==> config.mk <==
export PLATFORM = sky130hd
export DESIGN_NAME = video_fetch_shifter_flat
export DESIGN_NICKNAME = d
export VERILOG_FILES = /design/src/rtl/video_fetch_shifter_if.sv /design/src/rtl/video_fetch_shifter.sv /design/src/flat_wrapper.sv
export SDC_FILE = /design/constraint.sdc
export NUM_CORES = 1
export LEC_CHECK = 0
export BUFFER_PORTS_ARGS = -buffer_cell sky130_fd_sc_hd__buf_2
export CORE_UTILIZATION = 56
export DETAILED_ROUTE_END_ITERATION = 16
export GPL_TIMING_DRIVEN = 0
export PLACE_DENSITY = 0.79
export SYNTH_ARGS = -nofsm -noshare
export SYNTH_HDL_FRONTEND = slang
export SYNTH_SLANG_ARGS = --single-unit
==> constraint.sdc <==
create_clock -name clk -period 3.55 [get_ports clk]
set_clock_uncertainty 0.1 [all_clocks]
set_input_delay 0.71 -clock clk [delete_from_list [all_inputs] [get_ports clk]]
set_output_delay 0.71 -clock clk [all_outputs]
set_load 0.005 [all_outputs]
==> src/rtl/video_fetch_shifter_if.sv <==
// Memory-side bus of the text fetch stage: video RAM read port and char ROM read port.
interface video_fetch_shifter_if;
  logic [15:0] vram_addr;
  logic        vram_rd;
  logic [7:0]  vram_data;
  logic [10:0] rom_addr;
  logic [7:0]  rom_data;

  modport master (
    output vram_addr,
    output vram_rd,
    output rom_addr,
    input  vram_data,
    input  rom_data
  );

  modport slave (
    input  vram_addr,
    input  vram_rd,
    input  rom_addr,
    output vram_data,
    output rom_data
  );
endinterface

==> src/rtl/video_fetch_shifter.sv <==
// Text-mode fetch/serialise stage: per 8-pixel cell reads a char code, then a glyph row,
// and shifts it out MSB-first with syncs and blanks delayed by the same 8 pixels.
module video_fetch_shifter #(
  parameter int unsigned CHAR_ROWS = 10,
  parameter int unsigned TEXT_ROWS = 24,
  parameter int unsigned TEXT_COLS = 52,
  parameter logic [3:0]  VRAM_BASE = 4'hF
) (
  input  logic                         clk,
  input  logic                         reset,
  input  logic                         ce_pix,
  input  logic                         hblank_i,
  input  logic                         vblank_i,
  input  logic                         hsync_i,
  input  logic                         vsync_i,
  video_fetch_shifter_if.master        mem,
  output logic                         hblank_o,
  output logic                         vblank_o,
  output logic                         hsync_o,
  output logic                         vsync_o,
  output logic [7:0]                   video
);

  localparam logic [3:0] LAST_LINE = 4'(CHAR_ROWS - 1);
  localparam logic [5:0] ROW_LIMIT = 6'(TEXT_ROWS);
  localparam logic [7:0] COL_LIMIT = 8'(TEXT_COLS);

  logic [2:0]       ph_r;
  logic [6:0]       col_r;
  logic [3:0]       char_line_r;
  logic [5:0]       text_row_r;
  logic             hblank_prev_r;
  logic             inv_r;
  logic             fetch_ok_r;
  logic [7:0]       glyph_r;
  logic [7:0]       shifter_r;
  logic [7:0]       video_r;
  logic [7:0][3:0]  dly_r;
  logic [15:0]      vram_addr_r;
  logic             vram_rd_r;
  logic [10:0]      rom_addr_r;

  logic             fetch_slot_s;
  logic             in_range_s;
  logic             load_s;
  logic [7:0]       shifter_nxt_s;
  logic [7:0]       video_nxt_s;

  // Fetches only start on real active pixels, so blanking never issues reads.
  assign fetch_slot_s = ce_pix & (ph_r == 3'd0) & ~hblank_i & ~vblank_i;
  assign in_range_s   = ({1'b0, col_r} < COL_LIMIT) & (text_row_r < ROW_LIMIT);
  assign load_s       = (ph_r == 3'd7) & ~hblank_i;

  // Next shifter contents and the pixel value derived from them.
  always_comb begin
    shifter_nxt_s = {shifter_r[6:0], 1'b0};
    video_nxt_s   = 8'h00;
    if (load_s) begin
      shifter_nxt_s = fetch_ok_r ? glyph_r : 8'h00;
    end else begin
      shifter_nxt_s = {shifter_r[6:0], 1'b0};
    end
    if (shifter_nxt_s[7] && !dly_r[6][1] && !dly_r[6][0]) begin
      video_nxt_s = 8'hFF;
    end else begin
      video_nxt_s = 8'h00;
    end
  end

  // Pixel phase, cell column, glyph line and text row counters.
  always_ff @(posedge clk) begin
    if (reset) begin
      ph_r          <= 3'd0;
      col_r         <= 7'd0;
      char_line_r   <= 4'd0;
      text_row_r    <= 6'd0;
      hblank_prev_r <= 1'b0;
    end else if (ce_pix) begin
      hblank_prev_r <= hblank_i;
      if (vblank_i) begin
        char_line_r <= 4'd0;
        text_row_r  <= 6'd0;
      end else if (hblank_i && !hblank_prev_r) begin
        if (char_line_r == LAST_LINE) begin
          char_line_r <= 4'd0;
          if (text_row_r < ROW_LIMIT) begin
            text_row_r <= text_row_r + 6'd1;
          end
        end else begin
          char_line_r <= char_line_r + 4'd1;
        end
      end
      if (hblank_i) begin
        ph_r  <= 3'd0;
        col_r <= 7'd0;
      end else begin
        ph_r <= ph_r + 3'd1;
        if (ph_r == 3'd7 && col_r != 7'd127) begin
          col_r <= col_r + 7'd1;
        end
      end
    end
  end

  // Read strobe is re-evaluated every clk so it lasts exactly one clk even with sparse ce_pix.
  always_ff @(posedge clk) begin
    if (reset) begin
      vram_rd_r <= 1'b0;
    end else begin
      vram_rd_r <= fetch_slot_s & in_range_s;
    end
  end

  // Cell pipeline: address, code, glyph, shifter, pixel and the matching delay line.
  always_ff @(posedge clk) begin
    if (reset) begin
      vram_addr_r <= 16'h0000;
      rom_addr_r  <= 11'h000;
      inv_r       <= 1'b0;
      fetch_ok_r  <= 1'b0;
      glyph_r     <= 8'h00;
      shifter_r   <= 8'h00;
      video_r     <= 8'h00;
      dly_r       <= '0;
    end else if (ce_pix) begin
      if (fetch_slot_s) begin
        vram_addr_r <= {VRAM_BASE, text_row_r[4:0], col_r};
      end
      if (ph_r == 3'd0 && !hblank_i) begin
        fetch_ok_r <= ~vblank_i & in_range_s;
      end
      case (ph_r)
        3'd2: begin
          inv_r      <= mem.vram_data[7];
          rom_addr_r <= {char_line_r, mem.vram_data[6:0]};
        end
        3'd4:    glyph_r <= mem.rom_data ^ {8{inv_r}};
        default: ;
      endcase
      shifter_r <= shifter_nxt_s;
      video_r   <= video_nxt_s;
      dly_r     <= {dly_r[6:0], {vsync_i, hsync_i, vblank_i, hblank_i}};
    end
  end

  assign mem.vram_addr = vram_addr_r;
  assign mem.vram_rd   = vram_rd_r;
  assign mem.rom_addr  = rom_addr_r;
  assign hblank_o      = dly_r[7][0];
  assign vblank_o      = dly_r[7][1];
  assign hsync_o       = dly_r[7][2];
  assign vsync_o       = dly_r[7][3];
  assign video         = video_r;

endmodule

==> src/flat_wrapper.sv <==
// flat-port wrapper written by rule: the top's interface ports become plain ports
module video_fetch_shifter_flat 
#(
  parameter int unsigned CHAR_ROWS = 10,
  parameter int unsigned TEXT_ROWS = 24,
  parameter int unsigned TEXT_COLS = 52,
  parameter logic [3:0]  VRAM_BASE = 4'hF
)
  (clk, reset, ce_pix, hblank_i, vblank_i, hsync_i, vsync_i, hblank_o, vblank_o, hsync_o, vsync_o, video, mem_vram_addr, mem_vram_rd, mem_rom_addr, mem_vram_data, mem_rom_data);
  video_fetch_shifter_if mem_i ();
  input  logic clk;
  input  logic reset;
  input  logic ce_pix;
  input  logic hblank_i;
  input  logic vblank_i;
  input  logic hsync_i;
  input  logic vsync_i;
  output logic hblank_o;
  output logic vblank_o;
  output logic hsync_o;
  output logic vsync_o;
  output logic [7:0] video;
  output wire logic [$bits(mem_i.vram_addr)-1:0] mem_vram_addr;
  output wire logic [$bits(mem_i.vram_rd)-1:0] mem_vram_rd;
  output wire logic [$bits(mem_i.rom_addr)-1:0] mem_rom_addr;
  input wire logic [$bits(mem_i.vram_data)-1:0] mem_vram_data;
  input wire logic [$bits(mem_i.rom_data)-1:0] mem_rom_data;
  assign mem_vram_addr = mem_i.vram_addr;
  assign mem_vram_rd = mem_i.vram_rd;
  assign mem_rom_addr = mem_i.rom_addr;
  assign mem_i.vram_data = mem_vram_data;
  assign mem_i.rom_data = mem_rom_data;
  video_fetch_shifter #(.CHAR_ROWS(CHAR_ROWS), .TEXT_ROWS(TEXT_ROWS), .TEXT_COLS(TEXT_COLS), .VRAM_BASE(VRAM_BASE)) u_core (.clk(clk), .reset(reset), .ce_pix(ce_pix), .hblank_i(hblank_i), .vblank_i(vblank_i), .hsync_i(hsync_i), .vsync_i(vsync_i), .mem(mem_i), .hblank_o(hblank_o), .vblank_o(vblank_o), .hsync_o(hsync_o), .vsync_o(vsync_o), .video(video));
endmodule
==> metrics.csv, run 1 <==
stage;metric;value;unit
status;status;completed;
route;postRouteAntennaNets;0;
final_layout;layout.cells.non_filler;603;
yosys;synth-edff-count;0;
final_layout;fin_nets;533;
placement;io_buffers;62;
flow_run;cap_violations;0;
critical_path;end_kind;flip-flop;
floorplan;fp.dieW;85.97;um
grt;overflow;0;
sta;timing.final.ws_setup;1.417;ns
grt;antenna_found_initial;0;
power;leakage;0.001957;uW
critical_path;cp_data_arrival_time;2.28;ns
yosys;ys_ff_latch;95;
cts;clock-sinks;95;
yosys;synth_area_per_cell;9.205;um2
floorplan;initial_utilization;58.12;%
cts;post_cts_buffers;0;
yosys;synth_flop_cell;dfxtp_1;
cts;clock_latency;0.37;ns
sta;min_period;2.133;ns
power;peakVddDrop;0.2873;mV
critical_path;regToRegSetupSlack;1.56;ns
placement;gp_congestion;0.9121;
sta;hold_viol_final;0;
cts;cts_tree;yes;
yosys;ys_seq_area_share;48.16;%
route;vias;3193;
placement;dp_cells;587;
route;drt_first_pass_iters;4;
yosys;netlist-cell-type-count;43;
final_layout;final_common_cell;dfxtp_1;
cts;cts_buffers;9;
floorplan;die_area;7391;um2
cts;cts.clk_slew.worst_paths;0.10;ns
cts;cts_resized;0;
yosys;ys_async_sr_fraction;0;%
final_layout;finalInstanceArea;4582;um2
grt;grt_max_degree;18;
sta;drv_slew;0;
route;via_per_inst;5.295;
sta;finalCritPeriodShare;60.07;%
placement;dp_slack;1.048;ns
yosys;synthCells;429;
final_layout;utilization;67.44;%
power;p_per_area;425.0;nW/um2
floorplan;core;6794;um2
critical_path;path_class;in -> reg;
critical_path;start_kind;input port;
yosys;synth_nets;460;
grt;grt_pass1_vias;2900;
cts;max-clock-path-buffers;2;
grt;grt_pass1_wl;12900;um
floorplan;io_pins;63;
route;wl_per_cell;12.94;um
yosys;syn_area;3949;um2
floorplan;rows;30;
route;wl;7804;um
floorplan;die_y;85.97;um
sta;fmax;468.9;MHz
grt;grtUsageTotal;22.39;%
critical_path;path_max_fanout;10;
sta;rsz0062_at_grt;false;
sta;tightest_slew;0.6043;ns
sta;slew_headroom;59.71;%
hold_path;hold_class;reg -> reg;
cts;cts-root-buf;clkbuf_8;
yosys;ys_warn_count;0;
final_layout;area_delta_synth_final;16.03;%
placement;dpl_cell_area;4379;um2
cts;hold_buffers;0;
placement;post-dp-hpwl;5520;um
route;drc;0;
sta;setup_viol;0;
critical_path;crit_required;3.69;ns
final_layout;layout-drive-gt1-share;19.72;%
route;drt-initial-drc-count;252;
cts;htreeDepth;3;
final_layout;mostFrequentLayoutCells;95 x dfxtp_1, 68 x nor2_1, 68 x buf_2, 42 x mux2i_1, 40 x nand2_1;
final_layout;antenna_cells;0;
sta;tns;0;ns
[critical path: stages]
cell and delay (ns):
buf_2 0.09, clkbuf_1 0.37, clkbuf_1 0.50, buf_1 0.50
nor2_1 0.11
[routing by layer]
metal	global-route usage, %	vias to the layer above	wire, um
met5	0	-	0
met4	12.12	0	250
met3	4.716	26	342
met2	36.08	80	3583
met1	28.09	1462	3627
li1	-	1625	-
[layout make-up]
cell class	count	area, um2
fillers	551	2212
flip-flops and latches	95	1902
multi-input cells	292	1844
repair buffers	62	310.3
plain buffers	37	183.9
clock buffers	9	123.9
well taps	96	120.1
clock inverters	7	78.83
inverters	5	18.77
[registers in the layout, summed over array words and instances (netlist names)]
signal	flops
u_core.dly_r	28
u_core.shifter_r	7
u_core.inv_r	1
u_core.glyph_r	8
u_core.col_r	7
u_core.mem.rom_addr	11
u_core.hblank_o	1
u_core.mem.vram_addr	13
u_core.text_row_r	6
u_core.ph_r	3
u_core.mem.vram_rd	1
u_core.char_line_r	4
u_core.hsync_o	1
u_core.fetch_ok_r	1
u_core.vsync_o	1
u_core.vblank_o	1
u_core.video	1
[worst paths after layout]
kind,startpoint,to,cells after the start
hold reg to reg,u_core.mem.vram_addr[11],u_core.mem.vram_addr[11],2
hold / removal,u_core.mem.vram_addr[11],u_core.mem.vram_addr[11],2
setup / recovery,reset,u_core.dly_r[1],5
setup reg to reg,u_core.ph_r[0],u_core.video[6],6
[synthesized netlist by cell type, types with 3 or more instances]
library cell / n / area (um2)
a21oi_1: 28 / 140.1
or4_1: 3 / 22.52
and4_1: 3 / 26.28
a311oi_1: 6 / 52.55
a41oi_1: 3 / 26.28
o21ai_0: 6 / 30.03
nand3_1: 10 / 50.05
buf_2: 6 / 30.03
a211oi_1: 10 / 75.07
a31oi_1: 6 / 37.54
nand2_1: 40 / 150.1
nor2b_1: 8 / 50.05
nand2b_1: 7 / 43.79
ha_1: 8 / 100.1
clkbuf_1: 16 / 60.06
buf_1: 5 / 18.77
buf_4: 10 / 75.07
inv_1: 5 / 18.77
nand4_1: 4 / 25.02
mux2i_1: 42 / 420.4
nand3b_1: 3 / 22.52
dfxtp_1: 95 / 1902
nor2_1: 68 / 255.2
xnor2_1: 8 / 70.07
o21ai_1: 4 / 20.02
[power by group]
group	switching [uW]	total (uW)	internal, uW	leakage, uW
clock	397	728	331	0.0000925
combinational	74.6	130	55.4	0.00110
sequential	9.55	1090	1080	0.000768
[logic make-up (layout without fill, tap and decap cells)]
group	count (synthesis)	after routing	synth area share, %
AOI/OAI and AO/OA	72	72	11.53
DFF	95	95	48.16
muxes	43	43	10.93
adders and majority gates	8	8	2.535
xor gates and xnor gates	8	8	1.774
buffers and inverters	42	120	5.133
and+or+nand+nor	161	161	19.93
[per-stage QoR]
stage / hold slack (ns) / total power (uW)
finish: 0.3566 / 1947
global route: 0.3778 / 2026
CTS: 0.3577 / 1957
detailed placement: 0.3441 / 1243
global placement: 0.3386 / 1240
floorplan: 0.3414 / 1199
No activity file was read; power rests on OpenSTA's default activity.
==> inputs of run 2 (changes only) <==
--- a/config.mk
+++ b/config.mk
@@ -5,6 +5,7 @@
 export SDC_FILE = /design/constraint.sdc
 export NUM_CORES = 1
 export LEC_CHECK = 0
+export ABC_AREA = 1
 export BUFFER_PORTS_ARGS = -buffer_cell sky130_fd_sc_hd__buf_2
 export CORE_UTILIZATION = 56
 export DETAILED_ROUTE_END_ITERATION = 16
==> constraint.sdc (replaced) <==
create_clock -name clk -period 2.1 [get_ports clk]
set_clock_uncertainty 0.1 [all_clocks]
set_input_delay 0.42 -clock clk [delete_from_list [all_inputs] [get_ports clk]]
set_output_delay 0.42 -clock clk [all_outputs]
set_load 0.005 [all_outputs]
==> run 2 against run 1 <==
Via count grew 9.9%. Synthesized cell count up 19%. Largest power group unchanged. Sequential power rose by 75%. Clock power increased by 72%. Highest routed layer unchanged. Sequential share of layout area decreased by 0.19 points.
==> metrics.csv, run 2 <==
stage;metric;value;unit;change
yosys;ys_async_sr_fraction;0;%;unchanged
yosys;ys_ff_latch;95;;unchanged
floorplan;fp.dieW;86.29;um;+0.37%
yosys;synthTopCellsByArea;dfxtp_1 48%, nor2_1 9.8%, o21ai_0 8.3%;;
final_layout;num-fill-cells;628;;+14%
floorplan;core;6832;um2;+0.55%
critical_path;start_kind;flip-flop;;
status;status;completed;;
final_layout;fin_nets;613;;+15%
placement;dp_slack;0.3033;ns;-0.7450 ns
yosys;synth_area_per_cell;7.771;um2;-16%
power;p_per_area;757.0;nW/um2;+78%
floorplan;die_area;7446;um2;+0.75%
grt;grt_max_degree;15;;-3
final_layout;final_common_cell;nor2_1;;
critical_path;path_class;reg -> reg;;
cts;cts_buffers;9;;unchanged
critical_path;worstRegToRegCells;7;;+1
cts;cts_resized;0;;unchanged
route;drc;0;;unchanged
sta;fmax;556.0;MHz;
critical_path;critPathMaxStageDelay;0.38;ns;-0.12 ns
route;wl_per_cell;12.50;um;-3.4%
cts;cts.clk_slew.worst_paths;0.09;ns;about the same
yosys;synth-edff-count;0;;unchanged
sta;tightest_slew;0.5836;ns;-0.02071 ns
power;leakage;0.002055;uW;+5.0%
critical_path;regToRegSetupSlack;0.30;ns;-1.26 ns
yosys;synth_top_area_cell;dfxtp_1;;
sta;timing.final.ws_setup;0.3016;ns;-1.116 ns
cts;clock_latency;0.35;ns;-0.02 ns
critical_path;cp_slowest_cell;dfxtp_1;;
grt;overflow;0;;unchanged
grt;grtUsageTotal;23.88;%;+1.5 points
yosys;synth_flop_cell;dfxtp_1;;
critical_path;cp_cell_sequence;ha_1, ha_1, inv_1, nor2_2, inv_1, a21oi_1, a21oi_1;;
cts;cts-root-buf;clkbuf_8;;
yosys;synth.top_cell.area_share;47.80;%;-0.36 points
flow_run;cap_violations;0;;unchanged
hold_path;hold_class;in -> reg;;
floorplan;rows;30;;unchanged
route;drt_first_pass_iters;4;;unchanged
placement;gp_congestion;0.8917;;-2.2%
sta;finalCritPeriodShare;85.64;%;
critical_path;end_kind;flip-flop;;
sta;min_period;1.798;ns;
grt;grt_pass1_vias;3194;;+10%
final_layout;layout-drive-gt1-share;18.91;%;-0.81 points
yosys;ys_seq_area_share;47.80;%;-0.36 points
yosys;synthCells;512;;+19%
final_layout;largest_reg_flops;28;;unchanged
cts;htreeDepth;3;;unchanged
route;wl;8535;um;+9.4%
sta;rsz0062_at_grt;false;;
cts;cts_tree;yes;;
yosys;syn_area;3979;um2;+0.76%
sta;drv_slew;0;;unchanged
final_layout;mostFrequentLayoutCells;104 x nor2_1, 95 x dfxtp_1, 66 x o21ai_0, 65 x buf_2, 50 x a21oi_1;;
hold_path;hold_path_depth;3;;+1
critical_path;path_max_fanout;10;;unchanged
final_layout;area_delta_synth_final;15.69;%;
sta;hold_viol_final;0;;unchanged
sta;fin_hold_ws;0.1917;ns;-0.1649 ns
yosys;netlist-cell-type-count;31;;-28%
yosys;synth_common_cells;104 x nor2_1, 95 x dfxtp_1, 66 x o21ai_0;;
grt;grt_pass1_wl;14180;um;+9.9%
grt;antenna_found_initial;0;;unchanged
critical_path;crit_required;2.25;ns;-1.44 ns
route;drt-initial-drc-count;249;;-1.2%
floorplan;initial_utilization;58.24;%;+0.12 points
placement;post-dp-hpwl;5952;um;+7.8%
route;postRouteAntennaNets;0;;unchanged
route;via_per_inst;5.139;;-2.9%
yosys;synth_nets;543;;+18%
floorplan;die_y;86.29;um;+0.37%
route;vias;3510;;+9.9%
cts;post_cts_buffers;0;;unchanged
power;peakVddDrop;0.4484;mV;+56%
final_layout;antenna_cells;0;;unchanged
sta;tns;0;ns;unchanged
floorplan;io_pins;63;;unchanged
critical_path;cp_data_arrival_time;1.95;ns;-0.33 ns
sta;slew_headroom;61.09;%;+1.4 points
cts;max-clock-path-buffers;2;;unchanged
power;power;3485;uW;+79%
cts;hold_buffers;0;;unchanged
final_layout;regMostFlops;u_core.dly_r;;
yosys;ys_warn_count;0;;unchanged
cts;clock-sinks;95;;unchanged
placement;io_buffers;59;;-4.8%
sta;setup_viol;0;;unchanged
yosys;synthMostInstantiatedCell;nor2_1;;
run 2: area by class of cell:
cell class	instances	area (um2)	area share, %
Tap cell	96	120.1	2.609
Sequential cell	95	1902	41.32
Clock buffer	13	168.9	3.669
Clock inverter	3	40.04	0.8698
Multi-Input combinational cell	341	1732	37.62
Timing Repair Buffer	59	295.3	6.415
Buffer	37	198.9	4.322
Inverter	39	146.4	3.180
run 2: worst max-delay path: cells and delay by family, from the launching register on:
kind	cells	cell delay [ns]
AOI/OAI and AO/OA	2	0.26
adders and majority gates	2	0.36
buffers and inverters	2	0.25
DFF	1	0.38
and+or+nand+nor	1	0.32
run 2: cell families after synthesis:
logic type / after synthesis / synth area share [%]
simple gates: 193 / 21.92
compound gates: 132 / 17.33
flops: 95 / 47.80
buf+inv: 76 / 8.679
xor+xnor: 8 / 1.761
fa+ha+maj: 8 / 2.516
run 2: where the power goes:
| group | leakage (uW) | internal (uW) | switching (uW) |
|---|---|---|---|
| sequential | 0.000776 | 1870 | 39.5 |
| clock | 0.000109 | 646 | 605 |
| combinational | 0.00117 | 125 | 197 |
| total | 0.00205 | 2640 | 842 |
run 2: per-stage QoR:
stage / util [%] / cells / area, um2
after global placement: 64.32 / 667 / 4394
after CTS: 67.38 / 683 / 4603
final: 67.38 / 683 / 4603
after global routing: 67.38 / 683 / 4603
after floorplan: - / 512 / 3979
after detailed placement: 64.32 / 667 / 4394
run 2: worst paths after layout:
| path | start | end |
|---|---|---|
| setup / recovery | u_core.ph_r[1] | u_core.shifter_r[6] |
| hold / removal | hsync_i | u_core.dly_r[2] |
| setup reg to reg | u_core.ph_r[1] | u_core.shifter_r[6] |
| hold reg to reg | u_core.glyph_r[2] | u_core.glyph_r[2] |
run 2: routing by layer:
| metal | GRT usage [%] | wire length (um) | part of all wire [%] | vias up |
|---|---|---|---|---|
| met1 | 31.11 | 4012 | 47 | 1604 |
| met5 | 0 | 0 | 0 | - |
| met2 | 40.40 | 3970 | 47 | 97 |
| li1 | - | - | - | 1795 |
| met3 | 4.381 | 413 | 4.8 | 14 |
| met4 | 7.273 | 138 | 1.6 | 0 |
